`src/rtl/tx_pkg.sv`:
```
// Shared constants, FSM encoding and charge-time clamp for the transmit pulse generator.
package tx_pkg;

    localparam int unsigned NCH    = 8;   // transducer channels
    localparam int unsigned DLY_W  = 16;  // phase delay width in txCLK cycles
    localparam int unsigned CT_W   = 9;   // charge time width
    localparam int unsigned CT_MAX = 500; // hard ceiling on charge time

    // Counter is one bit wider than a delay so delay + charge time never overflows.
    localparam int unsigned CNT_W  = DLY_W + 1;
    // Per-channel high-time watchdog width.
    localparam int unsigned WD_W   = 10;

    typedef logic [1:0] fire_state_t;
    localparam fire_state_t IDLE = 2'd0;
    localparam fire_state_t RUN  = 2'd1;
    localparam fire_state_t DONE = 2'd2;

    function automatic logic [CT_W-1:0] clamp_ct(input logic [CT_W-1:0] ct);
        if (ct > CT_W'(CT_MAX)) begin
            return CT_W'(CT_MAX);
        end
        return ct;
    endfunction

endpackage

```
`src/rtl/tx_channel_pulser.sv`:
```
// One transducer channel: registered drive window [delay, delay + ct_eff) plus an
// over-charge watchdog that counts consecutive high cycles.
module tx_channel_pulser
    import tx_pkg::*;
(
    input  logic             clk,
    input  logic             rst_n,
    input  logic [CNT_W-1:0] counter,
    input  logic [DLY_W-1:0] delay,
    input  logic [CT_W-1:0]  ct_eff,
    input  logic             run,
    input  logic             kill,
    output logic             drive,
    output logic             finished,
    output logic             wd_trip
);

    logic [CNT_W-1:0] pulse_end;
    logic             drive_d;
    logic [WD_W-1:0]  wd_q;
    logic [WD_W-1:0]  wd_d;

    // Window decode; a zero charge time finishes immediately regardless of delay.
    always_comb begin
        pulse_end = {1'b0, delay} + CNT_W'(ct_eff);
        finished  = (ct_eff == '0) || (counter >= pulse_end);
        drive_d   = run && !kill && (counter >= CNT_W'(delay)) && (counter < pulse_end);
    end

    // Watchdog counts high cycles, saturating, and restarts whenever the drive is low.
    always_comb begin
        wd_d = '0;
        if (drive) begin
            wd_d = (wd_q == '1) ? wd_q : wd_q + 1'b1;
        end
        wd_trip = (wd_q > WD_W'(CT_MAX));
    end

    // Drive and watchdog state; reset drops the drive asynchronously.
    always_ff @(posedge clk or negedge rst_n) begin
        if (!rst_n) begin
            drive <= 1'b0;
            wd_q  <= '0;
        end else begin
            drive <= drive_d;
            wd_q  <= wd_d;
        end
    end

endmodule

```
`src/rtl/tx_fire_pulse_generator.sv`:
```
// Phase-delayed transducer pulse generator: latches per-channel delays and a clamped
// charge time on a fire strobe, runs a shared cycle counter, and raises a sticky
// danger flag if any channel stays high too long.
module tx_fire_pulse_generator
    import tx_pkg::*;
(
    input  logic                 txCLK,
    input  logic                 txRST_n,
    input  logic                 itxFire,
    input  logic [NCH*DLY_W-1:0] itxPhaseDelays,
    input  logic [CT_W-1:0]      itxChargeTime,
    input  logic                 itxAbort,
    input  logic                 itxClearDanger,
    output logic [NCH-1:0]       otxPulseOutput,
    output logic                 otxBusy,
    output logic                 otxDone,
    output logic                 otxFireRejected,
    output logic                 otxDanger
);

    fire_state_t          state_q, state_d;
    logic [CNT_W-1:0]     counter_q, counter_d;
    logic [NCH*DLY_W-1:0] delays_q, delays_d;
    logic [CT_W-1:0]      ct_q, ct_d;
    logic                 busy_q, busy_d;
    logic                 done_q, done_d;
    logic                 rej_q, rej_d;
    logic                 danger_q, danger_d;

    logic [NCH-1:0]       finished;
    logic [NCH-1:0]       trip;
    logic                 all_fin;
    logic                 any_trip;
    logic                 kill;
    logic                 run;
    logic                 accept;

    // Abort and a watchdog trip both force every channel low on the next edge.
    always_comb begin
        all_fin  = &finished;
        any_trip = |trip;
        kill     = itxAbort || any_trip;
        run      = (state_q == RUN);
        accept   = itxFire && !kill && (state_q == IDLE) && !danger_q;
        // A fire dropped by abort is not reported as rejected.
        rej_d    = itxFire && !itxAbort && ((state_q != IDLE) || danger_q);
    end

    // Sequencer next-state: abort/trip first, then the IDLE -> RUN -> DONE walk.
    always_comb begin
        state_d   = state_q;
        counter_d = counter_q;
        delays_d  = delays_q;
        ct_d      = ct_q;
        busy_d    = busy_q;
        done_d    = 1'b0;
        if (kill) begin
            state_d = IDLE;
            busy_d  = 1'b0;
        end else begin
            unique case (state_q)
                IDLE: begin
                    if (accept) begin
                        delays_d  = itxPhaseDelays;
                        ct_d      = clamp_ct(itxChargeTime);
                        counter_d = '0;
                        busy_d    = 1'b1;
                        state_d   = RUN;
                    end
                end
                RUN: begin
                    counter_d = (counter_q == '1) ? counter_q : counter_q + 1'b1;
                    if (all_fin) begin
                        state_d = DONE;
                        done_d  = 1'b1;
                    end
                end
                DONE: begin
                    busy_d  = 1'b0;
                    state_d = IDLE;
                end
                default: begin
                    busy_d  = 1'b0;
                    state_d = IDLE;
                end
            endcase
        end
    end

    // Sticky danger: a trip sets it even if a clear arrives in the same cycle.
    always_comb begin
        danger_d = danger_q;
        if (any_trip) begin
            danger_d = 1'b1;
        end else if (itxClearDanger) begin
            danger_d = 1'b0;
        end
    end

    // Sequencer registers.
    always_ff @(posedge txCLK or negedge txRST_n) begin
        if (!txRST_n) begin
            state_q   <= IDLE;
            counter_q <= '0;
            delays_q  <= '0;
            ct_q      <= '0;
            busy_q    <= 1'b0;
            done_q    <= 1'b0;
            rej_q     <= 1'b0;
            danger_q  <= 1'b0;
        end else begin
            state_q   <= state_d;
            counter_q <= counter_d;
            delays_q  <= delays_d;
            ct_q      <= ct_d;
            busy_q    <= busy_d;
            done_q    <= done_d;
            rej_q     <= rej_d;
            danger_q  <= danger_d;
        end
    end

    for (genvar k = 0; k < NCH; k++) begin : g_ch
        tx_channel_pulser u_ch (
            .clk      (txCLK),
            .rst_n    (txRST_n),
            .counter  (counter_q),
            .delay    (delays_q[k*DLY_W +: DLY_W]),
            .ct_eff   (ct_q),
            .run      (run),
            .kill     (kill),
            .drive    (otxPulseOutput[k]),
            .finished (finished[k]),
            .wd_trip  (trip[k])
        );
    end

    assign otxBusy         = busy_q;
    assign otxDone         = done_q;
    assign otxFireRejected = rej_q;
    assign otxDanger       = danger_q;

endmodule

```
`config.mk`:
```
export PLATFORM = sky130hd
export DESIGN_NAME = tx_fire_pulse_generator
export DESIGN_NICKNAME = d
export VERILOG_FILES = /design/src/rtl/tx_pkg.sv /design/src/rtl/tx_channel_pulser.sv /design/src/rtl/tx_fire_pulse_generator.sv
export SDC_FILE = /design/constraint.sdc
export NUM_CORES = 1
export LEC_CHECK = 0
export CAP_MARGIN = 20
export CELL_PAD_IN_SITES_DETAIL_PLACEMENT = 1
export CELL_PAD_IN_SITES_GLOBAL_PLACEMENT = 2
export CORE_UTILIZATION = 40
export DETAILED_ROUTE_END_ITERATION = 12
export GPL_ROUTABILITY_DRIVEN = 0
export PLACE_DENSITY = 0.91
export SYNTH_ARGS = -nofsm -noshare
export SYNTH_HDL_FRONTEND = slang
export SYNTH_SLANG_ARGS = --single-unit
export TNS_END_PERCENT = 50
```
`constraint.sdc`:
```
create_clock -name txCLK -period 11.55 [get_ports txCLK]
set_input_delay 3.465 -clock txCLK [delete_from_list [all_inputs] [get_ports txCLK]]
set_output_delay 3.465 -clock txCLK [all_outputs]
set_load 0.02 [all_outputs]
```
======== Word-level counts from Yosys, hierarchy flattened ========
Cells that the tools add are included.
storage, ports and cells
  input bits .............................. 142
  logic and storage cells ................. 181
  output and inout port bits .............. 12
  register bits ........................... 248
cells by class
  magnitude comparators ................... 33
  add/subtract/negate cells ............... 17
  eq/ne operators ......................... 23
  reduce and logical (&&, ||, !) cells .... 46
  multiplexer cells ....................... 37
  bitwise logic cells ..................... 1
operator list
  kind                                                                               count
  10-bit two-way mux                                                                 16
  16-bit by 9-bit adder with 17-bit output                                           8
  17-bit by 16-bit >= comparator with 1-bit output                                   8
  17-bit >= comparator                                                               8
  17-bit < comparator                                                                8
  10-bit by 1-bit adder with 10-bit output (second input constant)                   8
  10-bit == test (second input constant)                                             8
  10-bit by 9-bit greater-than comparator with 1-bit output (second input constant)  8
  17-bit two-way mux                                                                 2
  17-bit case mux with 2 select lines                                                1
  1-bit logical AND                                                                  22
  2-bit inequality test (second input constant)                                      11
  9-bit two-way mux                                                                  2
  17-bit by 1-bit adder with 17-bit output (second input constant)                   1
  17-bit == test (second input constant)                                             1
  1-bit two-way mux                                                                  11
  1-bit logical OR                                                                   10
  9-bit greater-than comparator (second input constant)                              1
  9-bit zero test                                                                    1
  8-bit AND reduction                                                                1
  8-bit OR reduction                                                                 1
  2-bit two-way mux                                                                  3
  2-bit nonzero test                                                                 3
  2-bit case mux with 2 select lines                                                 1
  10 further kinds                                                                   13

======== Depth between registers and ports, before layout ========
  word-level depth ........................ 11
  gate-level depth with buffers ........... 19
  depth with buffers taken out ............ 19

======== Modules after synthesis ========
Synthesis repeated with hierarchy kept, for this count alone.
unflattened totals
  cell total of the unflattened synthesis .. 2215
  area, all modules ....................... 20987.6 µm²
by module, submodules not included
  module                                sequential area each (µm²)  instances  area each (µm²)  cells an instance
  tx_channel_pulser (g_ch[0].u_ch ...)  275.3                       7          1830.5           222
  tx_fire_pulse_generator               4003.8                      1          6338.6           438
  tx_channel_pulser (g_ch[7].u_ch)      275.3                       1          1835.5           223

======== Worst setup path after synthesis ========
No wires, ideal clock.
  path type ............................... input port to flip-flop
  start ................................... input itxFire
  end ..................................... register counter_q[10]
  required time ........................... 11.473 ns
  slack ................................... 6.313 ns
  buffers on the path ..................... 0
  library setup time ...................... 0.077 ns
  data arrival time ....................... 5.159 ns
  stages on the path ...................... 7
  cells stage by stage .................... or3b_2 -> o21ai_1 -> nand2_1 -> nor4_4 -> nand4_2 -> or3_1 -> a21oi_1
on the way
  longest elaborated chain between the ends .. 5
ends and longest elaborated chain
  item                                    line                            RTL
  start: declaration                      tx_fire_pulse_generator.sv:9    input logic itxFire,
  1-bit logical AND (3 in a row)          tx_fire_pulse_generator.sv:44   accept = itxFire && !kill && (state_q == IDLE) && !danger_q;
  2-bit inequality test (no source line)  -
  4-bit AND reduction (no source line)    -
  end signal: assignment                  tx_fire_pulse_generator.sv:113  counter_q <= counter_d;
  end: declaration                        tx_fire_pulse_generator.sv:22   logic [CNT_W-1:0] counter_q, counter_d;
No other way between the ends.
A chain may end at the register's enable or synchronous reset.

======== Worst setup path in the final report ========
  start ................................... input itxFire
  end ..................................... register delays_q[65]
on the way
  longest elaborated chain between the ends .. 4
ends and longest elaborated chain
  item                                  line                            RTL
  1-bit logical AND (3 in a row)        tx_fire_pulse_generator.sv:44
  3-bit AND reduction (no source line)  -
  end signal: assignment                tx_fire_pulse_generator.sv:114  delays_q <= delays_d;
  end: declaration                      tx_fire_pulse_generator.sv:23   logic [NCH*DLY_W-1:0] delays_q, delays_d;
No other way between the ends.

==> results.yml <==
power_and_ir_drop:
  switching_power_mw: 1.43
  clkPwrFrac: 0.289
  p_comb_frac: 0.414
  p_int_mw: 2.25
  ir_drop_mv: 0.0832
  p_sw_frac: 0.388
  total_power_mw: 3.68
  leakage_nw: 11.3
  power.density_nw_per_um2: 156
  sequentialPowerShare: 0.296
sta:
  hold_viol: 0
  max_slew_margin: 0.267
  skew_ns: 0.0134
  fin_setup_tns_ns: 0
  worst_slew_pin_slew_ns: 1.10
  timing.final.ws_setup_ns: 5.41
  finalCriticalPeriod_ns: 6.14
  maxSlewViolCount: 0
  grt_setup_unrepaired: "no"
  setup_viol: 0
  finalCritPeriodShare: 0.531
  max_freq_ghz: 0.163
route:
  first_pass_iters: 7
  drc: 0
  routed_wl_um: 65400
  via_per_inst: 5.62
  drtIter0Drc: 774
  vias: 18000
  ant_nets: 0
  avgRoutedWirePerCell_um: 20.4
synth:
  ys_ff_latch: 248
  async_reset_ff_frac: 1.00
  synthTopCellsByCount: "ha_1, nand2_1, dfrtp_1"
  synth_most_common_cell: "ha_1"
  synth_area_leaders: "dfrtp_1, ha_1, nand2_1, xnor2_1, a21oi_1"
  synth_top_area_cell: "dfrtp_1"
  syn_area_per_cell_um2: 8.69
  syn_nets: 2833
  synth-warning-count: 0
  ys.flop_type: "dfrtp_1"
  synth_edf_count: 0
  syn_inst: 2329
  synth.distinct_cells: 66
  synth_area_um2: 20200
  synth_top_area_frac: 0.306
  ys_seq_area_frac: 0.306
clock_tree:
  clock_latency_ns: 0.55
  numCtsBuffers: 34
  cts-root-buf: "clkbuf_16"
  clk_path_buf_depth: 3
  cts-resized-gates: 0
  cts_sinks: 248
  cts.hold.buffers_added: 0
  cts_tree: "done"
  cts_setup_buffers: 0
  h-tree-depth: 2
  clk_pin_slew_worst_paths_ns: 0.05
die:
  ioPinCount: 154
  die_x_um: 227
  coreArea_um2: 50100
  dieArea_um2: 51500
  die_y_um: 227
  rows: 82
  start_util: 0.404
critical_path:
  arrival_ns: 6.59
  cp_slowest_cell: "buf_4"
  critical_path.max_stage_delay_ns: 0.93
  cp.required_ns: 12.01
  startpoint_type: "input pin"
  path_class: "in -> reg"
  cp-end-kind: "register"
  crit_fanout: 105
  path_cells: "clkdlybuf4s50_1 -> or3b_2 -> nor2_1 -> and2_4 -> buf_4 -> nand2_1 -> o21ai_1"
cells_and_area:
  fin_cells: 3200
  nets: 3009
  diodes: 0
  fill_cells: 6000
  area_delta_synth_final_pct: 16.7
  drive_gt1_frac: 0.0384
worst_hold_path:
  hp-class: "reg -> reg"
outcome:
  status: "completed"
placed_design:
  io_buffer_count: 153
  dp_slack_ns: 4.85
  dp_hpwl_um: 48500
  dpl.cell_count: 3141
grt:
  grt_usage: 0.263
  grt_pass1_vias: 19600
  grt_first_pass_wirelength_um: 105000
  grt_antenna_before_repair: 1
  grt_max_degree: 112
  overflow: 0
job:
  maxCapViolations: 0
## flip-flops by register name, summed over array words and instances, names as in the netlist
register         cells
otxDone              1
g_ch.u_ch.wd_q      80
otxFireRejected      1
counter_q           17
otxBusy              1
delays_q           128
ct_q                 9
otxDanger            1
g_ch.u_ch.drive      8
state_q              2
## worst paths after layout
check | start | end | slack, ns | depth (start not counted)
min reg2reg | ct_q[7] | ct_q[7] | 0.48 | 2
max | itxFire | delays_q[65] | 5.41 | 7
min | ct_q[7] | ct_q[7] | 0.48 | 2
max reg2reg | ct_q[2] | otxDone | 5.96 | 15
max in group asynchronous | txRST_n | delays_q[83] | 6.99 | 2
min in group asynchronous | txRST_n | g_ch[7].u_ch.wd_q[4] | 2.96 | 1
## worst max-delay path: cells and delay by family
family,cells,cell delay (ns)
AOI/OAI and AO/OA,1,0.12
and+or+nand+nor,4,1.49
buffers and inverters,2,1.42
## logic make-up after synthesis
group,share of synthesized area
AND/OR/NAND/NOR,0.181
adder cells (fa/ha/maj),0.227
AO/OA/AOI/OAI,0.162
flip-flops,0.306
multiplexers,0.00346
buffers and inverters,0.0507
XOR/XNOR,0.0701
## placed cells by master, fill, tap and decap left out, types with 30 or more instances in the layout
cell / instances
dfrtp_1: 248
nor3_1: 49
inv_1: 183
o21ai_1: 117
nand2_1: 312
nand4_1: 53
xnor2_1: 107
clkbuf_16: 35
and3_1: 31
ha_1: 354
buf_4: 31
xor2_1: 55
nand3_1: 56
clkdlybuf4s50_1: 152
a21o_1: 61
a21oi_1: 147
nor2b_1: 30
o21ai_0: 81
nor2_1: 158
## stage by stage
stage          area [µm²]  hold slack [ns]   util
5_1_grt             23600            0.529  0.472
3_5_place_dp        22500            0.471  0.450
4_1_cts             23600            0.482  0.472
6_report            23600            0.480  0.472
2_1_floorplan       20200            0.468      -
3_3_place_gp        22500            0.465  0.450
## power by group through the flow
| stage | Combinational (mW) | Clock (mW) | Sequential (mW) |
|---|---|---|---|
| 2_1_floorplan | 1.07 | 0 | 1.08 |
| 3_3_place_gp | 1.40 | 0 | 1.10 |
| 3_5_place_dp | 1.51 | 0 | 1.10 |
| 4_1_cts | 1.53 | 1.09 | 1.09 |
| 5_1_grt | 1.73 | 1.13 | 1.10 |
| 6_report | 1.52 | 1.06 | 1.09 |
## area by class of cell
class / count / area [µm²] / share of cell area
multi-input cells: 1852 / 13000 / 0.551
clock buffers: 50 / 992 / 0.0420
flip-flops and latches: 248 / 6210 / 0.263
repair buffers: 184 / 1770 / 0.0749
well taps: 672 / 841 / 0.0356
inverters: 185 / 694 / 0.0294
clock inverters: 9 / 104 / 0.00440
## metal layers
metal  wire length [µm]  vias up  track usage  share of wire
li1                   -     8588            -              -
met1              29200     8952        0.336           0.45
met2              31400      316        0.454           0.48
met3               2690      122       0.0358          0.041
met4               2090        2       0.0909          0.032
met5                 13        -            0        0.00020
(Power assumes the default switching activity.)
